`config.mk`:
```
export PLATFORM = sky130hd
export DESIGN_NAME = sipo_shifter
export DESIGN_NICKNAME = d
export VERILOG_FILES = /design/src/rtl/sipo_shifter.sv
export SDC_FILE = /design/constraint.sdc
export NUM_CORES = 1
export LEC_CHECK = 0
export ABC_AREA = 1
export BUFFER_PORTS_ARGS = -buffer_cell sky130_fd_sc_hd__buf_2
export CAP_MARGIN = 25
export CORE_MARGIN = 4
export CORE_UTILIZATION = 38
export DETAILED_ROUTE_END_ITERATION = 7
export PLACE_DENSITY = 0.6
export SKIP_LAST_GASP = 1
export SYNTH_ARGS = -nofsm -noshare
export SYNTH_HDL_FRONTEND = slang
export SYNTH_SLANG_ARGS = --single-unit
```
`constraint.sdc`:
```
create_clock -name CK -period 1.06 [get_ports CK]
set_input_delay 0.053 -clock CK [delete_from_list [all_inputs] [get_ports CK]]
set_output_delay 0.053 -clock CK [all_outputs]
set_load 0.01 [all_outputs]
```
`src/rtl/sipo_shifter.sv`:
```
// sipo_shifter -- serial-in / parallel-out capture stage.
//
// Takes the registered serial bit stream from the upstream dffs cell and
// assembles WIDTH-bit words framed by FS. Completed words are presented on
// Q (true) and QN (complement) with a level-valid QV held until ACK. A word
// that completes while the previous one is still unacknowledged is dropped
// and raises the sticky OVR flag.
//
// Optional build macro: SIPO_PARITY_EN
//   When defined, each word is followed by one odd-parity bit (PAR state),
//   completion moves to the parity-bit edge, and PERR reports a mismatch.
//
// Parameters:
//   WIDTH      data bits per word (2..32)
//   LSB_FIRST  0: first received bit lands in Q[WIDTH-1]; 1: in Q[0]
//
// Ports:
//   CK    in   clock, rising edge
//   RN    in   asynchronous active-low reset
//   D     in   serial data bit
//   DV    in   serial bit valid
//   FS    in   frame start (bit 0 of a new word, only with DV=1)
//   ACK   in   consumer accepts the word on Q
//   CLR   in   synchronous clear of OVR
//   Q     out  assembled word
//   QN    out  complement of Q
//   QV    out  word valid, held until ACK
//   OVR   out  sticky overrun flag
//   BUSY  out  high while a word is being assembled
//   PERR  out  parity mismatch for the word on Q (SIPO_PARITY_EN only)

module sipo_shifter #(
  parameter int WIDTH     = 8,
  parameter int LSB_FIRST = 0
) (
  input  logic             CK,
  input  logic             RN,
  input  logic             D,
  input  logic             DV,
  input  logic             FS,
  input  logic             ACK,
  input  logic             CLR,
  output logic [WIDTH-1:0] Q,
  output logic [WIDTH-1:0] QN,
  output logic             QV,
  output logic             OVR,
`ifdef SIPO_PARITY_EN
  output logic             PERR,
`endif
  output logic             BUSY
);

  localparam int CNT_W = $clog2(WIDTH + 1);

  typedef enum logic [1:0] {
    IDLE  = 2'd0,
    SHIFT = 2'd1
`ifdef SIPO_PARITY_EN
    ,PAR  = 2'd2
`endif
  } state_t;

  state_t             state, state_nxt;
  logic [CNT_W-1:0]   cnt, cnt_nxt;
  logic [WIDTH-1:0]   sr, sr_nxt;
  logic [WIDTH-1:0]   word;
  logic               done;
  logic [WIDTH-1:0]   q_r;
  logic               qv_r;
  logic               ovr_r;
  logic               perr_nxt;
  logic               perr_r;

  // Register image holding only the first bit of a new word.
  function automatic logic [WIDTH-1:0] first_bit(input logic d);
    logic [WIDTH-1:0] r;
    r = '0;
    if (LSB_FIRST != 0) r[WIDTH-1] = d;
    else                r[0]       = d;
    return r;
  endfunction

  // Shift direction chosen so the first bit ends up at the configured end.
  function automatic logic [WIDTH-1:0] shift_in(input logic [WIDTH-1:0] s,
                                                input logic d);
    logic [WIDTH-1:0] r;
    if (LSB_FIRST != 0) r = {d, s[WIDTH-1:1]};
    else                r = {s[WIDTH-2:0], d};
    return r;
  endfunction

  // Stage: frame state, bit counter and shift register
  always_ff @(posedge CK or negedge RN) begin
    if (!RN) begin
      state <= IDLE;
      cnt   <= '0;
      sr    <= '0;
    end else begin
      state <= state_nxt;
      cnt   <= cnt_nxt;
      sr    <= sr_nxt;
    end
  end

  always_comb begin
    state_nxt = state;
    cnt_nxt   = cnt;
    sr_nxt    = sr;
    word      = sr;
    done      = 1'b0;
    perr_nxt  = 1'b0;
    case (state)
      IDLE: begin
        // A bit without FS carries no framing and is discarded.
        if (DV && FS) begin
          sr_nxt    = first_bit(D);
          cnt_nxt   = CNT_W'(1);
          state_nxt = SHIFT;
        end
      end
      SHIFT: begin
        if (DV) begin
          if (FS) begin
            // FS wins even on the last bit: restart, never complete.
            sr_nxt  = first_bit(D);
            cnt_nxt = CNT_W'(1);
          end else begin
            sr_nxt = shift_in(sr, D);
            if (cnt == CNT_W'(WIDTH - 1)) begin
`ifdef SIPO_PARITY_EN
              cnt_nxt   = CNT_W'(WIDTH);
              state_nxt = PAR;
`else
              done      = 1'b1;
              word      = sr_nxt;
              cnt_nxt   = '0;
              state_nxt = IDLE;
`endif
            end else begin
              cnt_nxt = cnt + CNT_W'(1);
            end
          end
        end
      end
`ifdef SIPO_PARITY_EN
      PAR: begin
        if (DV) begin
          if (FS) begin
            sr_nxt    = first_bit(D);
            cnt_nxt   = CNT_W'(1);
            state_nxt = SHIFT;
          end else begin
            // Odd parity: data ones plus the parity bit must be odd.
            done      = 1'b1;
            word      = sr;
            perr_nxt  = ~(^sr ^ D);
            cnt_nxt   = '0;
            state_nxt = IDLE;
          end
        end
      end
`endif
      default: begin
        state_nxt = IDLE;
        cnt_nxt   = '0;
      end
    endcase
  end

  // Stage: output word, valid/ACK handshake and overrun flag
  always_ff @(posedge CK or negedge RN) begin
    if (!RN) begin
      q_r    <= '0;
      qv_r   <= 1'b0;
      ovr_r  <= 1'b0;
      perr_r <= 1'b0;
    end else begin
      // A completion on the ACK edge replaces the accepted word directly.
      if (done && (!qv_r || ACK)) begin
        q_r    <= word;
        qv_r   <= 1'b1;
        perr_r <= perr_nxt;
      end else if (ACK) begin
        qv_r <= 1'b0;
      end
      // A new overrun outranks CLR on the same edge.
      if (done && qv_r && !ACK) ovr_r <= 1'b1;
      else if (CLR)             ovr_r <= 1'b0;
    end
  end

  assign Q    = q_r;
  assign QN   = ~q_r;
  assign QV   = qv_r;
  assign OVR  = ovr_r;
`ifdef SIPO_PARITY_EN
  assign PERR = perr_r;
  assign BUSY = (state == SHIFT) || (state == PAR);
`else
  assign BUSY = (state == SHIFT);
`endif

endmodule

```
==> flow_summary.toml <==
[floorplanning]
io_pins = 26
rows = 18
core-area_um2 = 2480
die_area_um2 = 3490
die_height_um = 59.1
initial_core_util = 0.401
die_w_um = 59.1

[sta]
timing.fmax_mhz = 813
setup_viol = 13
hold_viol_final = 0
finalCriticalPeriod_ns = 1.23
worst_slew_pin_slew_ns = 0.489
slew_headroom = 0.674
rsz0062_at_grt = "yes"
final-max-slew-violation-count = 0
finalSetupTns_ns = -1.58
period_share = 1.16
finalClockSkew_ns = 0.00423
fin_ws_ns = -0.170

[route]
wl_per_cell_um = 11.9
firstDrtPassIters = 4
via_per_inst = 4.73
vias = 866
drc = 0
finalWirelength_um = 2180
antenna_left = 0
drt_iter0_drc = 25

[synthesis]
synth_top_cell_area_share = 0.555
ys_top_cells_by_count = "nand2_1, dfrtp_1, inv_1, nand4_1, o22ai_1"
syn_avg_cell_area_um2 = 9.02
synth_area_um2 = 992
post-synth-top-area-cell = "dfrtp_1"
yosys-top-cells-area = "dfrtp_1, nand2_1, inv_1, nand4_1, o22ai_1"
synth-simple-area-share = 0.260
async_flop_share = 1.00
yosysWarnings = 0
synth_top_family_by_area = "simple AND/OR/NAND/NOR gates"
synth_xor_area_frac = 0.00883
synth_adder_area_share = 0.0126
ys_types = 20
synth_most_common_cell = "nand2_1"
synthCells = 110
synth_compound_area_frac = 0.0656
ys_seq_area_frac = 0.555
ys_ff_latch = 22
synth_ff_type = "dfrtp_1"
synth_nets = 118
synthMuxAreaShare = 0
synth_edf_count = 0

[setup_path]
cp.required_ns = 1.28
path_max_fanout = 4
end_kind = "register"
crit_chain = "ha_2 > nand2_2 > nor2_4 > buf_6 > nor2_2 > nand3_2 > nand2_2"
slowest_delay_ns = 0.39
slowest_stage = "dfrtp_1"
cpMostUsedCell = "nand2_2"
path_delay_family = "simple AND/OR/NAND/NOR gates"
worst-path-buf-inv = 1
path_class = "register to register"
cp_data_arrival_time_ns = 1.45
start_kind = "register"

[layout]
areaGrowthSynthToFinish_pct = 41.2
seqCellArea_um2 = 551
final_util = 0.566
multi_input_area_um2 = 400
fill_cells = 217
final_area_um2 = 1400
diodes = 0
drive_gt1_frac = 0.399
instances_no_fill = 183
nets = 162

[clocking]
cts_buffer_depth = 2
root_buffer = "clkbuf_4"
insertion_delay_ns = 0.32
cts_tree = "built"
cts.clk_slew.worst_paths_ns = 0.13
htree_num_levels = 1
clock_sinks = 22
numCtsBuffers = 3

[grt]
grt_pass1_wl_um = 3590
grt_usage = 0.138
grt_pass1_vias = 825
grt_antenna_before_repair = 0
grt_max_degree = 23
grt_remaining_overflow = 0

[place]
gp_congestion = 0.773
io_buffers = 25
dp_hpwl_um = 1490
dpl_cell_area_um2 = 1210
numPlacedInstances = 172

[power_and_ir_drop]
vdd_drop_max_v = 0.000765
p_leak_uw = 0.000718
p_total_uw = 1880
power_density_nw_per_um2 = 1340

[outcome]
violations = "setup timing"
outcome = "finished, violations left"

[worst_hold_path]
hold_path.class = "input pin to register"

[run]
cap_violations = 0
[cell families after synthesis]
group / count (synthesis)
fa+ha+maj: 1
xor+xnor: 1
simple gates: 53
compound gates: 10
flops: 22
buf+inv: 23
[flip-flops by register name, indices dropped and copies added, names as in the netlist]
name / cells
OVR: 1
Q: 8
cnt: 4
QV: 1
state: 1
sr: 7
[report_power, final]
part	switching, uW	leakage, uW	total, uW	internal, uW
Sequential	27.4	0.000295	908	881
Combinational	165	0.000395	317	152
Clock	270	0.0000279	653	383
[final cells by class]
| cell class | instances | share of cell area |
|---|---|---|
| clock buffers | 3 | 0.0161 |
| clock inverters | 1 | 0.0214 |
| inverters | 20 | 0.0536 |
| multi-input cells | 65 | 0.286 |
| flip-flops and latches | 22 | 0.393 |
| well taps | 30 | 0.0268 |
| repair buffers | 42 | 0.204 |
[cells in the final DEF (no fill, tap or decap)]
cell type / n
o22ai_1: 6
xnor2_2: 1
nor2_4: 3
nand3_2: 2
bufinv_16: 1
nand2_2: 4
buf_6: 6
o21ai_1: 1
nand4_1: 9
buf_2: 24
nand3_4: 1
nand2_1: 29
buf_4: 9
o21ai_2: 1
inv_2: 1
ha_2: 1
nand2_4: 2
nand3_1: 2
o22ai_2: 1
nor2_2: 1
inv_1: 19
clkbuf_4: 3
dlygate4sd3_1: 3
o21ai_0: 1
dfrtp_1: 22
[per-layer routing]
metal  GRT usage  vias up  share of wire
li1            -      440              -
met1       0.176      394           0.45
met2       0.222       27           0.48
met3      0.0261        5          0.058
met4      0.0680        0          0.021
met5           0        -              0
[worst reg2reg max path, stage by stage (launching register included)]
cell and delay [ns]:
dfrtp_1 0.39, ha_2 0.19, nand2_2 0.07, nor2_4 0.19
buf_6 0.13, nor2_2 0.04, nand3_2 0.07, nand2_2 0.05
[worst paths after layout]
kind | startpoint | end | slack, ns | depth (start not counted)
max | cnt[1] | cnt[3] | -0.17 | 7
min | DV | state[0] | 0.03 | 4
max reg2reg | cnt[1] | cnt[3] | -0.17 | 7
min reg2reg | Q[4] | Q[4] | 0.50 | 2
max in group asynchronous | RN | cnt[1] | 0.51 | 2
min in group asynchronous | RN | Q[7] | 0.22 | 2
[metrics by stage]
step | hold WS (ns) | setup slack (ns)
2_1_floorplan | -0.243 | -0.0841
3_3_place_gp | 0.0391 | -0.0691
3_5_place_dp | 0.0458 | -0.126
4_1_cts | 0.0324 | -0.134
5_1_grt | 0.0372 | -0.223
6_report | 0.0327 | -0.170
[repair_timing]
action	4_1_cts	5_1_grt
endpoints found under the hold margin	24	0
setup endpoints to repair	13	16
pin swaps	4	10
buffers inserted	3	2
gates resized for setup	4	16
hold buffers	3	0
(Power assumes the default switching activity.)
